### config.mk
export PLATFORM = sky130hd
export DESIGN_NAME = alu_seq_executor_flat
export DESIGN_NICKNAME = d
export VERILOG_FILES = /design/src/rtl/alu_seq_executor_if.sv /design/src/rtl/alu_seq_executor.sv /design/src/flat_wrapper.sv
export SDC_FILE = /design/constraint.sdc
export NUM_CORES = 1
export LEC_CHECK = 0
export ABC_AREA = 0
export CAP_MARGIN = 30
export CORE_MARGIN = 10
export CORE_UTILIZATION = 35
export DETAILED_ROUTE_END_ITERATION = 12
export GPL_ROUTABILITY_DRIVEN = 0
export HOLD_SLACK_MARGIN = 0.06
export SLEW_MARGIN = 20
export SYNTH_ARGS = -nofsm -noshare
export SYNTH_HDL_FRONTEND = slang
export SYNTH_SLANG_ARGS = --single-unit
### constraint.sdc
create_clock -name clk -period 4.9 [get_ports clk]
set_clock_uncertainty 0.05 [all_clocks]
set_input_delay 0.98 -clock clk [delete_from_list [all_inputs] [get_ports clk]]
set_output_delay 0.98 -clock clk [all_outputs]
set_load 0.005 [all_outputs]
### src/rtl/alu_seq_executor_if.sv
// Purpose : handshake and operand/result bundle between ID/EX and alu_seq_executor.
// Latency : n/a (wires only).
// Backpressure: in_valid_i/in_ready_o on the request side, out_valid_o/out_ready_i on the result side.
// Signals : in_valid_i, alu_operation_i[3:0], a_data_i, b_data_i, out_ready_i (master -> slave);
//           in_ready_o, out_valid_o, result_o, zero_o, illegal_o (slave -> master).
interface alu_seq_executor_if #(
  parameter int DATA_WIDTH = 32
);
  logic                  in_valid_i;
  logic                  in_ready_o;
  logic [3:0]            alu_operation_i;
  logic [DATA_WIDTH-1:0] a_data_i;
  logic [DATA_WIDTH-1:0] b_data_i;
  logic                  out_valid_o;
  logic                  out_ready_i;
  logic [DATA_WIDTH-1:0] result_o;
  logic                  zero_o;
  logic                  illegal_o;

  // Producer of operations / consumer of results (pipeline side).
  modport master (
    output in_valid_i, alu_operation_i, a_data_i, b_data_i, out_ready_i,
    input  in_ready_o, out_valid_o, result_o, zero_o, illegal_o
  );

  // Execution unit side.
  modport slave (
    input  in_valid_i, alu_operation_i, a_data_i, b_data_i, out_ready_i,
    output in_ready_o, out_valid_o, result_o, zero_o, illegal_o
  );
endinterface

### src/rtl/alu_seq_executor.sv
// Purpose : executes LUI/OR/ADD in one cycle and unsigned MUL by iterative shift-add.
// Latency : accept edge N -> out_valid_o after N (single-cycle ops) or N+DATA_WIDTH+1 (MUL).
// Backpressure: accepts only in IDLE; result held in DONE until out_ready_i.
// Ports   : clk, reset (async, active-high), bus (alu_seq_executor_if.slave) carrying
//           the request handshake, op code, operands and the registered result/flags.
module alu_seq_executor #(
  parameter int DATA_WIDTH = 32
) (
  input  logic               clk,
  input  logic               reset,
  alu_seq_executor_if.slave  bus
);

  localparam logic [3:0] OP_LUI = 4'b0000;
  localparam logic [3:0] OP_OR  = 4'b0001;
  localparam logic [3:0] OP_ADD = 4'b0011;
  localparam logic [3:0] OP_MUL = 4'b0100;
  localparam int         CNT_W  = $clog2(DATA_WIDTH + 1);

  typedef enum logic [1:0] {
    S_IDLE = 2'd0,
    S_BUSY = 2'd1,
    S_DONE = 2'd2
  } state_t;

  state_t                r_state;
  state_t                w_state_nxt;
  logic                  w_accept;
  logic                  w_mul_last;

  logic [DATA_WIDTH-1:0] r_mcand;
  logic [DATA_WIDTH-1:0] r_mplier;
  logic [DATA_WIDTH-1:0] r_acc;
  logic [CNT_W-1:0]      r_cnt;
  logic [DATA_WIDTH-1:0] r_result;
  logic                  r_zero;
  logic                  r_illegal;

  logic [DATA_WIDTH-1:0] w_sc_result;
  logic                  w_sc_illegal;

  // State register.
  always_ff @(posedge clk or posedge reset) begin
    if (reset) begin
      r_state <= S_IDLE;
    end else begin
      r_state <= w_state_nxt;
    end
  end

  // Next-state and handshake outputs.
  always_comb begin
    w_state_nxt     = r_state;
    w_accept        = 1'b0;
    w_mul_last      = 1'b0;
    bus.in_ready_o  = 1'b0;
    bus.out_valid_o = 1'b0;
    case (r_state)
      S_IDLE: begin
        bus.in_ready_o = 1'b1;
        if (bus.in_valid_i) begin
          w_accept    = 1'b1;
          w_state_nxt = (bus.alu_operation_i == OP_MUL) ? S_BUSY : S_DONE;
        end
      end
      S_BUSY: begin
        // All DATA_WIDTH iterations are done when the counter reaches DATA_WIDTH;
        // this extra cycle moves the accumulator into the result register.
        if (r_cnt == CNT_W'(DATA_WIDTH)) begin
          w_mul_last  = 1'b1;
          w_state_nxt = S_DONE;
        end
      end
      S_DONE: begin
        bus.out_valid_o = 1'b1;
        if (bus.out_ready_i) begin
          w_state_nxt = S_IDLE;
        end
      end
      default: w_state_nxt = S_IDLE;
    endcase
  end

  // Single-cycle datapath; illegal codes produce 0 with the illegal flag.
  always_comb begin
    w_sc_result  = '0;
    w_sc_illegal = 1'b0;
    case (bus.alu_operation_i)
      OP_LUI:  w_sc_result = {bus.b_data_i[15:0], {(DATA_WIDTH-16){1'b0}}};
      OP_OR:   w_sc_result = bus.a_data_i | bus.b_data_i;
      OP_ADD:  w_sc_result = bus.a_data_i + bus.b_data_i;
      OP_MUL:  w_sc_result = '0;
      default: w_sc_illegal = 1'b1;
    endcase
  end

  // Multiplier state and registered result/flags.
  always_ff @(posedge clk or posedge reset) begin
    if (reset) begin
      r_mcand   <= '0;
      r_mplier  <= '0;
      r_acc     <= '0;
      r_cnt     <= '0;
      r_result  <= '0;
      r_zero    <= 1'b0;
      r_illegal <= 1'b0;
    end else if (w_accept) begin
      if (bus.alu_operation_i == OP_MUL) begin
        r_mcand  <= bus.a_data_i;
        r_mplier <= bus.b_data_i;
        r_acc    <= '0;
        r_cnt    <= '0;
      end else begin
        r_result  <= w_sc_result;
        r_zero    <= (w_sc_result == '0);
        r_illegal <= w_sc_illegal;
      end
    end else if (r_state == S_BUSY) begin
      if (w_mul_last) begin
        r_result  <= r_acc;
        r_zero    <= (r_acc == '0);
        r_illegal <= 1'b0;
      end else begin
        // Bits shifted out of the multiplicand only affect product bits above
        // DATA_WIDTH, so dropping them yields the low half of A*B.
        if (r_mplier[0]) begin
          r_acc <= r_acc + r_mcand;
        end
        r_mcand  <= r_mcand << 1;
        r_mplier <= r_mplier >> 1;
        r_cnt    <= r_cnt + 1'b1;
      end
    end
  end

  assign bus.result_o  = r_result;
  assign bus.zero_o    = r_zero;
  assign bus.illegal_o = r_illegal;

endmodule

### src/flat_wrapper.sv
// flat-port wrapper written by rule: the top's interface ports become plain ports
module alu_seq_executor_flat 
#(
  parameter int DATA_WIDTH = 32
)
  (clk, reset, bus_in_valid_i, bus_alu_operation_i, bus_a_data_i, bus_b_data_i, bus_out_ready_i, bus_in_ready_o, bus_out_valid_o, bus_result_o, bus_zero_o, bus_illegal_o);
  alu_seq_executor_if #(.DATA_WIDTH(DATA_WIDTH)) bus_i ();
  input  logic clk;
  input  logic reset;
  input wire logic [$bits(bus_i.in_valid_i)-1:0] bus_in_valid_i;
  input wire logic [$bits(bus_i.alu_operation_i)-1:0] bus_alu_operation_i;
  input wire logic [$bits(bus_i.a_data_i)-1:0] bus_a_data_i;
  input wire logic [$bits(bus_i.b_data_i)-1:0] bus_b_data_i;
  input wire logic [$bits(bus_i.out_ready_i)-1:0] bus_out_ready_i;
  output wire logic [$bits(bus_i.in_ready_o)-1:0] bus_in_ready_o;
  output wire logic [$bits(bus_i.out_valid_o)-1:0] bus_out_valid_o;
  output wire logic [$bits(bus_i.result_o)-1:0] bus_result_o;
  output wire logic [$bits(bus_i.zero_o)-1:0] bus_zero_o;
  output wire logic [$bits(bus_i.illegal_o)-1:0] bus_illegal_o;
  assign bus_i.in_valid_i = bus_in_valid_i;
  assign bus_i.alu_operation_i = bus_alu_operation_i;
  assign bus_i.a_data_i = bus_a_data_i;
  assign bus_i.b_data_i = bus_b_data_i;
  assign bus_i.out_ready_i = bus_out_ready_i;
  assign bus_in_ready_o = bus_i.in_ready_o;
  assign bus_out_valid_o = bus_i.out_valid_o;
  assign bus_result_o = bus_i.result_o;
  assign bus_zero_o = bus_i.zero_o;
  assign bus_illegal_o = bus_i.illegal_o;
  alu_seq_executor #(.DATA_WIDTH(DATA_WIDTH)) u_core (.clk(clk), .reset(reset), .bus(bus_i));
endmodule
==> results of run 1 <==
[final cells by class]
type,count,area [sq um],share of cell area
clock inverter,12,140,0.0110
inverter,95,362,0.0283
multi-input combinational,952,6490,0.508
clock buffer,20,457,0.0357
sequential,138,3450,0.270
timing repair buffer,146,1400,0.109
tap,390,488,0.0382
[cell usage after synthesis (all sizes together), types with 14 or more instances]
cell | n | share of area
dfrtp | 138 | 0.33
nand2 | 170 | 0.061
a21o | 25 | 0.018
inv | 95 | 0.034
nand3 | 23 | 0.011
a211oi | 15 | 0.013
a21oi | 87 | 0.043
nor3 | 14 | 0.0067
o21ai | 160 | 0.076
ha | 96 | 0.11
mux2i | 72 | 0.068
xor2 | 28 | 0.023
xnor2 | 31 | 0.026
clkbuf | 45 | 0.016
nor2 | 67 | 0.024
nand4 | 14 | 0.0083
buf | 15 | 0.0097
[power groups by stage]
stage	combinational, uW	clock [uW]	sequential [uW]
after floorplan	2190	0	1910
after global placement	3130	0	2030
after detailed placement	3190	0	2040
after CTS	3210	1370	2030
after global routing	3570	1430	2090
final	3190	1340	2030
[worst reg2reg max path: stages, from the launching register on]
cell      delay, ns
dfrtp_1        0.47
ha_1           0.32
a21o_1         0.18
a21o_1         0.22
a211oi_2       0.26
nor3_1         0.10
or4_4          0.55
a21o_1         0.21
a31oi_1        0.26
o21ai_1        0.13
xnor2_1        0.15
or3_1          0.31
o21ai_1        0.07
[layer usage]
layer	vias up	GRT usage
li1	4602	-
met1	4493	0.237
met2	267	0.285
met3	60	0.0341
met4	4	0.0678
met5	-	0
[metrics by stage]
stage	util	setup slack [ns]	power [uW]	cell area (sq um)	cells
6_report	0.431	0.482	6560	12800	1753
3_3_place_gp	0.410	0.188	5160	12200	1720
3_5_place_dp	0.411	0.130	5230	12200	1721
2_1_floorplan	-	0.174	4100	10500	1245
5_1_grt	0.431	0.219	7090	12800	1753
4_1_cts	0.431	0.559	6600	12800	1753
[worst paths after layout]
check / slack [ns] / endpoint / from
min in group asynchronous: 1.03 / u_core.r_cnt[4] / reset
worst min-delay path: 0.43 / u_core.r_mplier[5] / u_core.r_mplier[5]
max in group asynchronous: 2.84 / u_core.r_mplier[19] / reset
worst max-delay path: 0.48 / u_core.bus.zero_o / bus_b_data_i[7]
worst min register to register: 0.43 / u_core.r_mplier[5] / u_core.r_mplier[5]
worst max register to register: 1.55 / u_core.r_acc[31] / u_core.r_acc[1]
[registers in the layout, summed over array words and instances (netlist names)]
signal and flops:
u_core.bus.result_o 32, u_core.r_cnt 6, u_core.r_mcand 32, u_core.bus.illegal_o 1
u_core.bus.zero_o 1, u_core.r_state 2, u_core.r_mplier 32, u_core.r_acc 32
[cell families (layout without fill, tap and decap cells)]
| family | Yosys count | count (layout) | synth area share |
|---|---|---|---|
| compound gates | 373 | 373 | 0.221 |
| mux | 77 | 77 | 0.0738 |
| buf+inv | 155 | 273 | 0.0600 |
| xor+xnor | 59 | 59 | 0.0491 |
| simple gates | 345 | 345 | 0.151 |
| fa+ha+maj | 98 | 98 | 0.118 |
| flops | 138 | 138 | 0.328 |
==> out/qor.csv, run 1 <==
metric,value,unit
path_common_cell,nand4_1,
vias,9426,
cp.depth,13,
syn_area_per_cell,8.46,sq um
power_density,513,nW/um^2
grt_usage,0.180,
finalSetupTns,0,ns
yosys_most_used_dff,dfrtp_1,
fin_hold_ws,0.425,ns
hold-path-cell-count,2,
crit_type,input pin to register,
antenna_found_initial,2,
combPwrFrac,0.486,
synth_area,10500,sq um
status,"finished, final reports clean",
drv_slew,0,
ys_async_sr_fraction,1.00,
drc,0,
num_io_pins,108,
crit_required,5.19,ns
numCtsBuffers,17,
post-cts-setup-buffers,0,
critPathArrivalTime,4.71,ns
clock-sinks,138,
layout_commonest_cell,nand2_1,
worst_pin_slew,0.838,ns
cp_max_fo,9,
crit_path_cell_trace,clkdlybuf4s50_1 -> inv_1 -> ha_1 -> a211oi_2 -> nand4_1 -> a31oi_1 -> xor2_1 -> a31oi_1 -> nor4_2 -> nand4_1 -> nor4_1 -> nand4_1 -> o31ai_2,
die_x,193,microns
avgRoutedWirePerCell,19.5,microns
rsz0062_at_grt,false,
die_h,193,microns
switchingPower,2790,uW
setup_viol,0,
fin_crit_sh,0.902,
period_minus_slack,4.42,ns
fp.dieArea,37400,sq um
swShare,0.425,
clk_path_buf_depth,2,
place_hpwl,26600,microns
cts_hold_buf,0,
drt_iter0_drc,764,
port_buffers,107,
crit_slowest_cell,clkdlybuf4s50_1,
firstDrtPassIters,5,
synth_seq_cells,138,
finalWirelength,34200,microns
min_path_type,register to register,
nets,1520,
areaGrowthSynthToFinish,21.4,%
synth_warnings,0,
seq_area_frac_synth,0.328,
crit_family,simple AND/OR/NAND/NOR gates,
fmax,226,MHz
worstSkewPairLatency,0.44,ns
wl_met3,1800,microns
synth_nets,1415,
final-hold-violation-count,0,
power_leakage,0.00602,uW
vdd_drop_max,0.000321,V
clockPowerShare,0.204,
initial_core_util,0.355,
p_int,3780,uW
cp-end-kind,register,
maxCapViolCount,0,
slew_headroom,0.441,
path_clk_slew,0.06,ns
num_rows,63,
postRouteAntennaNets,0,
wl_met1,15600,microns
final_cell_mix,"nand2_1 (169), o21ai_0 (145), dfrtp_1 (138), clkdlybuf4s50_1 (107), ha_1 (96)",
max_stage_delay,0.67,ns
grt_pass1_wl,53600,microns
first_global_vias,9172,
coreArea,29600,sq um
synthCells,1245,
vias_per_cell,5.38,
layout-drive-gt1-share,0.0822,
grt_max_degree,98,
cts_tree,yes,
worstPathBufferInverterCount,2,
gr-total-overflow,0,
worstSetupStartpointType,input pin,
power.share.sequential,0.310,
cts_resized,0,
num_antenna_cells,0,
r2r.worst_path.cells,12,
cts-root-buf,clkbuf_16,
dr.max_layer_used,met5,
synth.distinct_cells,83,
synth_edf_count,0,
cts_htree_levels,4,
filler_cell_count,2979,
routed-wl-met2,15900,microns
No activity file was read; power rests on OpenSTA's default activity.
==> run 2: changes to the inputs <==
- ABC_AREA: 0 -> 1
==> out/qor.csv, run 2 <==
metric,value,unit,change
status,"finished, final reports clean",,
r2r_start,u_core.r_state[0],,
yosys.area.top_type_share,0.300,,-0.0277
critPathArrivalTime,4.02,ns,-0.69 ns
cts-root-buf,clkbuf_16,,
firstDrtPassIters,5,,unchanged
seq_area_frac_synth,0.300,,-0.0277
numCtsBuffers,17,,unchanged
synth_warnings,0,,unchanged
pre_cts_ws,0.794,ns,+0.664 ns
areaGrowthSynthToFinish,17.9,%,
drv_slew,0,,unchanged
die_h,201,microns,+4.0%
yosys_most_used_dff,dfrtp_1,,
swShare,0.484,,+0.0594
clockPowerShare,0.167,,-0.037
layout-drive-gt1-share,0.0427,,-0.0395
yosys.area.top_type,dfrtp_1,,
vdd_drop_max,0.000292,V,-9.2%
worstSkewPairLatency,0.44,ns,about the same
maxCapViolCount,0,,unchanged
coreArea,32500,sq um,+9.5%
fin_crit_sh,0.756,,-0.145
utilization,0.418,,-0.0134
slew_headroom,0.410,,-0.0318
cp-end-kind,register,,
final_area,13600,sq um,+6.1%
multi_input_area,6720,sq um,+3.5%
synth.area.top_cells,"dfrtp_1 (30%), nand2_1 (16%), ha_1 (10%)",,
syn_area_per_cell,6.55,sq um,-23%
switchingPower,3800,uW,+37%
synth_seq_cells,138,,unchanged
num_rows,66,,+4.8%
crit_family,simple AND/OR/NAND/NOR gates,,
synth.distinct_cells,55,,-34%
p_int,4060,uW,+7.4%
crit_type,input pin to register,,
first_global_vias,11400,,+24%
synthCells,1757,,+41%
drt_iter0_drc,972,,+27%
port_buffers,107,,unchanged
seq_area,3450,sq um,unchanged
synth_area,11500,sq um,+9.2%
num_antenna_cells,0,,unchanged
rsz0062_at_grt,false,,
num_io_pins,108,,unchanged
filler_cell_count,3438,,+15%
min-delay-start,u_core.bus.result_o[25],,
synth_edf_count,0,,unchanged
crit_slowest_cell,clkdlybuf4s50_1,,
gr-total-overflow,0,,unchanged
clock-sinks,138,,unchanged
nets,2008,,+32%
cp_max_fo,5,,-4
worstSetupStartpointType,input pin,,
critPathLaunch,bus_b_data_i[0],,
fp.dieArea,40500,sq um,+8.2%
drc,0,,unchanged
crit_path_cell_trace,clkdlybuf4s50_1 -> ha_1 -> inv_1 -> fa_1 -> inv_1 -> nand3_1 -> nand2_2 -> nand2_1 -> nand2_1 -> nand2_1 -> nand3_1 -> o21ai_0 -> inv_1 -> nand3_1 -> nor2_1 -> nand3_1 -> nor2_1 -> nand3_1 -> a21oi_1,,
final-hold-violation-count,0,,unchanged
place_hpwl,32500,microns,+22%
fin_ws,1.19,ns,+0.712 ns
final_cell_mix,"nand2_1 (502), inv_1 (282), nor2_1 (168), dfrtp_1 (138), a21oi_1 (110)",,
worstPathBufferInverterCount,4,,+2
cts_tree,yes,,
combPwrFrac,0.563,,+0.077
power_density,580,nW/um^2,+13%
total_power,7860,uW,+20%
grt_pass1_wl,63600,microns,+19%
antenna_found_initial,0,,-2
cts_resized,0,,unchanged
worst_pin_slew,0.883,ns,+0.0456 ns
cts_htree_levels,4,,unchanged
post-cts-setup-buffers,0,,unchanged
synth.most_common_cell,nand2_1,,
path_common_cell,nand3_1,,
die_x,201,microns,+4.0%
power.share.sequential,0.270,,-0.040
initial_core_util,0.354,,-0.000909
min_path_type,register to register,,
synth_nets,1927,,+36%
setup_viol,0,,unchanged
period_minus_slack,3.71,ns,-0.712 ns
layout_commonest_cell,nand2_1,,
vias,11800,,+26%
vias_per_cell,5.17,,-3.9%
clk_path_buf_depth,2,,unchanged
hold-path-cell-count,2,,unchanged
yosys-top-cells-count,"nand2_1 (502), inv_1 (283), nor2_1 (168)",,
finalWirelength,40600,microns,+19%
grt_usage,0.197,,+0.0170
fmax,270,MHz,+19%
cts_hold_buf,0,,unchanged
power_leakage,0.00697,uW,+16%
placedInstanceArea,13000,sq um,+6.3%
avgRoutedWirePerCell,17.7,microns,-9.3%
max_stage_delay,0.52,ns,-0.15 ns
grt_max_degree,100,,+2.0%
path_clk_slew,0.07,ns,about the same
crit_required,5.22,ns,+0.03 ns
ys_async_sr_fraction,1.00,,unchanged
postRouteAntennaNets,0,,unchanged
cp.depth,19,,+6
finalSetupTns,0,ns,unchanged
r2r.worst_path.cells,11,,-1
-- run 2: cell count changes in the layout (fill, tap and decap cells not counted), moves of 20 or more --
cell / delta
nand2_1: +333
nor2_1: +104
mux2i_1: -72
xor2_1: -22
inv_1: +188
buf_4: -31
xnor2_1: -29
o22ai_1: +20
nand3_1: +59
o21ai_0: -72
a31oi_1: +54
a21oi_1: +29
-- run 2: final cells by class --
| cell class | instances | share of cell area |
|---|---|---|
| clock inverters | 14 | 0.0108 |
| multi-input cells | 1277 | 0.495 |
| well taps | 442 | 0.0408 |
| repair buffers | 115 | 0.0858 |
| flip-flops and latches | 138 | 0.255 |
| inverters | 289 | 0.0803 |
| clock buffers | 18 | 0.0324 |
-- run 2: final timing paths --
path | to | slack, ns
max in group asynchronous | u_core.r_acc[27] | 3.29
min in group asynchronous | u_core.r_mcand[1] | 0.83
worst min-delay path | u_core.bus.result_o[25] | 0.43
worst min register to register | u_core.bus.result_o[25] | 0.43
worst max register to register | u_core.r_acc[31] | 2.12
worst max-delay path | u_core.bus.zero_o | 1.19
-- run 2: metal layers --
metal  vias to the layer above  share of wire  global-route usage  wire (microns)
met5                         -              0                   0               0
met1                      5530           0.43               0.246           17500
met3                        95          0.050              0.0243            2050
met4                         0          0.051               0.105            2050
met2                       397           0.47               0.326           19000
li1                       5823              -                   -               -
-- run 2: cell families (layout without fill, tap and decap cells) --
kind of cell,Yosys count,after routing,share of synthesized area
AO/OA/AOI/OAI,344,344,0.172
buffers and inverters,342,436,0.116
AND/OR/NAND/NOR,827,827,0.298
flip-flops,138,138,0.300
XOR/XNOR,8,8,0.00609
adder cells (fa/ha/maj),98,98,0.108
-- run 2: power by group through the flow --
stage / logic (uW) / clock network (uW) / registers, uW
2_1_floorplan: 3190 / 0 / 1980
3_3_place_gp: 4330 / 0 / 2110
3_5_place_dp: 4380 / 0 / 2120
4_1_cts: 4400 / 1330 / 2110
5_1_grt: 4970 / 1370 / 2180
6_report: 4430 / 1320 / 2120
-- run 2: worst min-delay path, cell delays in order (launching register included) --
cell and delay, ns:
dfrtp_1 0.34, nand2_1 0.06, nand2_1 0.05
-- run 2: per-stage QoR --
step / cells / hold WS (ns)
6_report: 2293 / 0.433
4_1_cts: 2292 / 0.436
3_5_place_dp: 2260 / 0.420
3_3_place_gp: 2260 / 0.416
5_1_grt: 2293 / 0.445
2_1_floorplan: 1757 / 0.403
==> run 3: changes to the inputs <==
- clock period: 4.9 -> 3.4 ns (I/O delays scaled with it)
==> out/qor.csv, run 3 (same netlist as run 2, synthesis figures left out) <==
metric,value,unit,change
pre_cts_ws,-0.0879,ns,-0.882 ns
layout_commonest_cell,nand2_1,,
r2r.worst_path.cells,13,,+2
switchingPower,5490,uW,+44%
drv_slew,0,,unchanged
grt_max_degree,125,,+25%
first_global_vias,11900,,+4.4%
multi_input_area,6720,sq um,unchanged
num_io_pins,108,,unchanged
worstSetupStartpointType,input pin,,
grtUsageMet2,0.334,,+0.00842
clockPowerShare,0.170,,+0.003
swShare,0.473,,-0.0105
reg2reg_slack,0.75,ns,-1.37 ns
avgRoutedWirePerCell,17.2,microns,-2.8%
cts_hold_buf,0,,unchanged
grt_usage,0.201,,+0.00446
cts_tree,yes,,
finalWirelength,41500,microns,+2.1%
die_h,201,microns,unchanged
combPwrFrac,0.567,,+0.004
postRouteAntennaNets,0,,unchanged
areaGrowthSynthToFinish,26.2,%,
power.share.sequential,0.264,,-0.006
fin_crit_sh,0.906,,
clock-sinks,138,,unchanged
power_density,798,nW/um^2,+38%
maxCapViolCount,0,,unchanged
worstPathBufferInverterCount,3,,-1
placedInstanceArea,13900,sq um,+7.4%
p_int,6100,uW,+50%
status,"finished, final reports clean",,
post-cts-setup-buffers,0,,unchanged
drc,0,,unchanged
path_clk_slew,0.07,ns,about the same
slew_headroom,0.449,,+0.0392
period_minus_slack,3.08,ns,
vias_per_cell,5.05,,-2.2%
nets,2125,,+5.8%
crit_slowest_cell,clkdlybuf4s50_1,,
firstDrtPassIters,6,,+1
use_met1,0.254,,+0.00766
initial_core_util,0.354,,unchanged
numCtsBuffers,17,,unchanged
clk_path_buf_depth,2,,unchanged
cts-root-buf,clkbuf_16,,
fp.dieArea,40500,sq um,unchanged
r2r-end,u_core.r_acc[30],,
cp-end-kind,register,,
vdd_drop_max,0.000515,V,+76%
fmax,325,MHz,
min-delay-start,u_core.bus.result_o[15],,
gr-total-overflow,0,,unchanged
critPathArrivalTime,3.39,ns,-0.63 ns
min_path_type,register to register,,
cts_htree_levels,4,,unchanged
power_leakage,0.00755,uW,+8.4%
coreArea,32500,sq um,unchanged
crit_required,3.71,ns,-1.51 ns
cp_max_fo,3,,-2
antenna_found_initial,0,,unchanged
grt.met3_usage,0.0254,,+0.00112
fin_ws,0.321,ns,-0.873 ns
drt_iter0_drc,1240,,+28%
layout.cells.non_filler,2410,,+5.1%
final_area,14500,sq um,+7.0%
path_common_cell,nand2_1,,
hold-path-cell-count,2,,unchanged
place_inst,2378,,+5.2%
worstSkewPairLatency,0.43,ns,about the same
grt_pass1_wl,65300,microns,+2.7%
whs_endpoint,u_core.bus.result_o[15],,
filler_cell_count,3318,,-3.5%
place_hpwl,33300,microns,+2.5%
fin_hold_ws,0.429,ns,-0.00436 ns
die_x,201,microns,unchanged
num_rows,66,,unchanged
port_buffers,107,,unchanged
vias,12200,,+2.8%
r2r_start,u_core.r_acc[0],,
crit_path_cell_trace,clkdlybuf4s50_1 -> inv_1 -> ha_1 -> buf_4 -> nand2_1 -> nor2_1 -> nand2_1 -> nor2_1 -> nand2_1 -> nand3_1 -> nand2_1 -> nand3_1 -> nand2_1 -> nor2_1 -> nand2_1 -> nor2_1 -> nand3_1 -> a21oi_1,,
seq_area,3450,sq um,unchanged
num_antenna_cells,0,,unchanged
setup_viol,0,,unchanged
cts_resized,0,,unchanged
crit_family,simple AND/OR/NAND/NOR gates,,
max_stage_delay,0.56,ns,+0.04 ns
final_cell_mix,"nand2_1 (502), inv_1 (282), nor2_1 (168), dfrtp_1 (138), buf_4 (118)",,
crit_type,input pin to register,,
rsz0062_at_grt,false,,
utilization,0.447,,+0.0293
worst_pin_slew,0.816,ns,-0.0671 ns
final-hold-violation-count,0,,unchanged
layout-drive-gt1-share,0.0986,,+0.0559
busiest_layer,met2,,
## run 3: cell types whose count changed in the layout (fill, tap and decap cells not counted), moves of 2 or more
| cell | previous run | this run |
|---|---|---|
| buf_12 | 1 | 7 |
| clkbuf_1 | 0 | 2 |
| buf_4 | 6 | 118 |
| inv_6 | 3 | 0 |
## run 3: power groups by stage
stage | clock [uW] | combinational, uW | sequential [uW]
3_3_place_gp | 0 | 6390 | 3050
2_1_floorplan | 0 | 4600 | 2860
4_1_cts | 2000 | 6520 | 3050
3_5_place_dp | 0 | 6500 | 3070
5_1_grt | 2070 | 7380 | 3140
6_report | 1970 | 6570 | 3060
## run 3: per-stage QoR
| stage | setup TNS, ns | power [uW] |
|---|---|---|
| floorplan | 0 | 7460 |
| finish | 0 | 11600 |
| detailed placement | -0.149 | 9570 |
| CTS | 0 | 11600 |
| global route | 0 | 12600 |
| global placement | -0.191 | 9440 |
## run 3: per-layer routing
layer	up-vias	wire length, microns
met3	82	1870
li1	6054	-
met5	-	0
met2	348	19400
met4	0	1830
met1	5688	18400
## run 3: worst max path at each step
| stage | depth (start not counted) | startpoint | end | slack, ns |
|---|---|---|---|---|
| after floorplan | 20 | bus_b_data_i[0] | u_core.bus.zero_o | 0.85 |
| after global placement | 18 | bus_b_data_i[9] | u_core.bus.zero_o | -0.08 |
| after detailed placement | 18 | bus_b_data_i[14] | u_core.bus.zero_o | -0.09 |
| after CTS | 18 | bus_b_data_i[14] | u_core.bus.zero_o | 0.35 |
| after global routing | 19 | bus_a_data_i[0] | u_core.bus.zero_o | 0.08 |
| final | 18 | bus_b_data_i[14] | u_core.bus.zero_o | 0.32 |
## run 3: layout make-up
type | instances | area share
Tap cell | 442 | 0.0381
Sequential cell | 138 | 0.238
Clock buffer | 21 | 0.0317
Timing Repair Buffer | 232 | 0.144
Clock inverter | 11 | 0.0100
Inverter | 289 | 0.0750
Multi-Input combinational cell | 1277 | 0.463
## run 3: tightest hold or removal path: stages (launching register included)
cell and delay (ns):
dfrtp_1 0.34, nand2_1 0.05, nand2_1 0.05
==> edit 1: new RTL, settings of run 3 <==
Compare `r_cnt` against `CNT_W'(DATA_WIDTH)` with >= in place of ==.
--- a/src/rtl/alu_seq_executor.sv
+++ b/src/rtl/alu_seq_executor.sv
@@ -67,5 +67,5 @@
         // All DATA_WIDTH iterations are done when the counter reaches DATA_WIDTH;
         // this extra cycle moves the accumulator into the result register.
-        if (r_cnt == CNT_W'(DATA_WIDTH)) begin
+        if (r_cnt >= CNT_W'(DATA_WIDTH)) begin
           w_mul_last  = 1'b1;
           w_state_nxt = S_DONE;
Function: same outputs for any inputs over 10 cycles, from zero or initial values and one cycle with reset high; that may be too few to reach the edited logic, so the function may still have changed.
==> edit 1 against run 3 <==
Die area is essentially flat. Design area shrank 1.9%. Synthesized area is essentially flat. Global-route usage shrank 0.56 points. Routed wire length shrank 3.7%. Setup slack lost 170 ps. Total power shrank 5.3%. Combinational power shrank 7.5%. Sequential cell count is the same. Count of clock-buffer cells in the layout shrank 2. Critical endpoint unchanged. Largest cell class unchanged.
==> edit 1: results (changes against run 3) <==
| Metric | Value |
|---|---|
| Overall routed net length | `39,920 um (-3.7%)` |
| GRT Resource Usage Total | `19.58% (-0.56 points)` |
| Period minus WS final | `3247 ps (+167.5 ps)` |
| Post-Syn Nets | `1,937 (+0.52%)` |
| Iter 0 DRT Violations | `1,142 (-7.9%)` |
| Placed insts | `2,357 (-0.88%)` |
| Layout cell share with drive strength beyond 1 | `8.792% (-1.1 points)` |
| Final-layout fill cell count | `3,349 (+0.93%)` |
| Nets | `2,104 (-0.99%)` |
| Synth unique cells | `47 (-15%)` |
| Leak | `7.437 nW (-1.5%)` |
| Hold slack | `435.0 ps (+5.977 ps)` |
| DR WL/cell | `16.73 um (-2.8%)` |
| Largest net degree at the start of global routing | `139 (+11%)` |
| Vias in the first global route | `11,710 (-1.5%)` |
| Seq/Total Area, Yosys | `30.02% (about the same)` |
| Top cells by count, synth | `nand2_1, inv_1, nor2_1, dfrtp_1, a21oi_1` |
| Top post-synthesis cells by area | `dfrtp_1, nand2_1, ha_1` |
| Hpwl dp | `31,750 um (-4.7%)` |
| Place WS | `-271.1 ps (-183.2 ps)` |
| CP arrival | `3560 ps (+170 ps)` |
| CP max FO | `5 (+2)` |
| VDD IR-drop max | `0.4308 mV (-16%)` |
| Outcome | `complete, no violations` |
| First-pass GRT wire length | `63,870 um (-2.1%)` |
| Worst slew pin tran | `817.9 ps (+1.518 ps)` |
edit 1: changes by cell type in the layout (fill, tap and decap cells not counted), sizes merged, moves of 3 or more:
| cell | run 3 | this run |
|---|---|---|
| inv | 288 | 291 |
| nor2 | 173 | 178 |
| nand3 | 82 | 78 |
| buf | 125 | 93 |
| nand2 | 512 | 543 |
| a21boi | 6 | 2 |
| o22ai | 21 | 31 |
| nand3b | 12 | 8 |
| nor3 | 12 | 6 |
| a21oi | 113 | 102 |
| a21o | 8 | 5 |
| o21ai | 109 | 103 |
| nand4 | 13 | 20 |
edit 1: power by group:
| group | internal (mW) | switching [mW] | leakage [nW] |
|---|---|---|---|
| sequential | 2.38 | 0.579 | 1.67 |
| clock | 1.16 | 0.767 | 0.277 |
| combinational | 2.29 | 3.79 | 5.49 |
edit 1: tightest hold or removal path, delay by kind of cell, from the launching register on:
family,cells,cell delay [ps]
DFF,1,350
and+or+nand+nor,2,100
edit 1: cell type report:
class	instances	share of cell area, %
well taps	442	3.883
repair buffers	200	12.86
clock buffers	19	3.110
multi-input cells	1285	47.12
clock inverters	11	1.037
inverters	292	7.740
flip-flops and latches	138	24.25
edit 1: metrics by stage:
step	area [um^2]	util, %
final	14240	43.89
after global routing	14240	43.89
after CTS	14240	43.88
after detailed placement	13650	42.06
after global placement	13650	42.06
after floorplan	11510	-
edit 1: routing by layer:
layer / wire [um] / part of all wire [%] / vias to the layer above / global-route usage, %
met5: 0 / 0 / - / 0
met4: 1348 / 3.4 / 0 / 7.597
met3: 1869 / 4.7 / 72 / 2.378
met2: 18420 / 46 / 350 / 32.37
met1: 18280 / 46 / 5614 / 25.56
li1: - / - / 6019 / -
edit 1: final timing paths:
check	startpoint	end	cells after the start
max	bus_b_data_i[7]	u_core.bus.zero_o$_DFFE_PP0P_	17
min reg2reg	u_core.bus.result_o[8]$_DFFE_PP0P_	u_core.bus.result_o[8]$_DFFE_PP0P_	2
max in group asynchronous	reset	u_core.r_mplier[23]$_DFFE_PP0P_	3
min	u_core.bus.result_o[8]$_DFFE_PP0P_	u_core.bus.result_o[8]$_DFFE_PP0P_	2
max reg2reg	u_core.r_acc[0]$_DFFE_PP0P_	u_core.r_acc[12]$_DFFE_PP0P_	10
min in group asynchronous	reset	u_core.r_cnt[2]$_DFFE_PP0P_	3
edit 1: cell families after synthesis:
group / Yosys count / share of synthesized area (%)
simple gates: 854 / 30.63
buf+inv: 344 / 11.65
compound gates: 324 / 16.22
flops: 138 / 30.02
fa+ha+maj: 98 / 10.79
xor+xnor: 9 / 0.6853
==> edit 2: new RTL, flow settings as in run 3 <==
Made on the original files. `DATA_WIDTH` is set to 32 in 3 places; all go to 64.
--- a/src/rtl/alu_seq_executor_if.sv
+++ b/src/rtl/alu_seq_executor_if.sv
@@ -5,5 +5,5 @@
 //           in_ready_o, out_valid_o, result_o, zero_o, illegal_o (slave -> master).
 interface alu_seq_executor_if #(
-  parameter int DATA_WIDTH = 32
+  parameter int DATA_WIDTH = 64
 );
   logic                  in_valid_i;
--- a/src/rtl/alu_seq_executor.sv
+++ b/src/rtl/alu_seq_executor.sv
@@ -5,5 +5,5 @@
 //           the request handshake, op code, operands and the registered result/flags.
 module alu_seq_executor #(
-  parameter int DATA_WIDTH = 32
+  parameter int DATA_WIDTH = 64
 ) (
   input  logic               clk,
--- a/src/flat_wrapper.sv
+++ b/src/flat_wrapper.sv
@@ -2,5 +2,5 @@
 module alu_seq_executor_flat 
 #(
-  parameter int DATA_WIDTH = 32
+  parameter int DATA_WIDTH = 64
 )
   (clk, reset, bus_in_valid_i, bus_alu_operation_i, bus_a_data_i, bus_b_data_i, bus_out_ready_i, bus_in_ready_o, bus_out_valid_o, bus_result_o, bus_zero_o, bus_illegal_o);
Ports: changed (resized bus_a_data_i, bus_b_data_i and bus_result_o); port bits go from 108 to 204. No check against the original RTL was run, so the function may have changed too.
==> edit 2 against run 3 <==
Setup slack worse by 210 ps. First-iteration DRC count is 110% higher. Total power is 83% higher. Synthesized area is 110% higher. Routed wire length is 140% higher. Largest cell class unchanged. Critical endpoint is now u_core.bus.result_o[40]$_DFFE_PP0P_. Sequential cell count is 129 higher. Non-clock buffer count is 419 higher. Design area is 120% higher.
==> edit 2: results (changes against run 3) <==
| Metric | Value |
|---|---|
| CP arrival | `3730 ps (+340 ps)` |
| Slowest stage delay, CP | `480 ps (-80 ps)` |
| Synth Instances | `3,876 (+120%)` |
| R2R depth | `21 (+8)` |
| Non-CTS buffers | `651 (+180%)` |
| Total power | `21.18 mW (+83%)` |
| Worst r2r src | `u_core.r_mcand[0]$_DFFE_PP0P_` |
| Signal inverters | `671 (+130%)` |
| Fmax achieved | `0.3040 GHz (-6.4%)` |
| Reg2reg setup slack | `260 ps (-490 ps)` |
| Via count | `26,850 (+120%)` |
| Iter 0 DRT Violations | `2,665 (+110%)` |
| WL met3 | `7348 um (+290%)` |
| Clkbuf count | `46 (+120%)` |
| Clock-cell share | `3.558% (-0.61 points)` |
| Hold slack | `426.7 ps (-2.323 ps)` |
| Cell row count | `96 (+45%)` |
| Worst skew pair latency | `620 ps (+190 ps)` |
| Final-layout fill cell count | `7,073 (+110%)` |
| Initial antenna violation count | `2 (+2)` |
| Hold path start | `u_core.bus.result_o[32]$_DFFE_PP0P_` |
| CTS buffer count | `31 (+14)` |
| Outcome | `complete, no violations` |
| Synth unique cells | `53 (-3.6%)` |
| Overall routed net length | `97,870 um (+140%)` |
| Place WS | `-480.8 ps (-392.9 ps)` |
| Hold path endpoint | `u_core.bus.result_o[32]$_DFFE_PP0P_` |
[edit 2: cell types whose count changed after synthesis, sizes merged, moves of 65 or more]
| cell | delta |
|---|---|
| o21ai | +358 |
| dfrtp | +129 |
| a21oi | +129 |
| nand2 | +707 |
| nand3 | +65 |
| nor2 | +119 |
| ha | +96 |
| inv | +379 |
[edit 2: kinds of logic (layout without fill, tap and decap cells)]
| kind of cell | after synthesis | count (layout) | synth area share [%] |
|---|---|---|---|
| adder cells (fa/ha/maj) | 194 | 194 | 10.15 |
| XOR/XNOR | 10 | 10 | 0.3641 |
| AND/OR/NAND/NOR | 1803 | 1803 | 31.21 |
| buffers and inverters | 779 | 1380 | 12.26 |
| flip-flops | 267 | 267 | 27.78 |
| AO/OA/AOI/OAI | 823 | 823 | 18.23 |
| other | 0 | 1 | 0 |
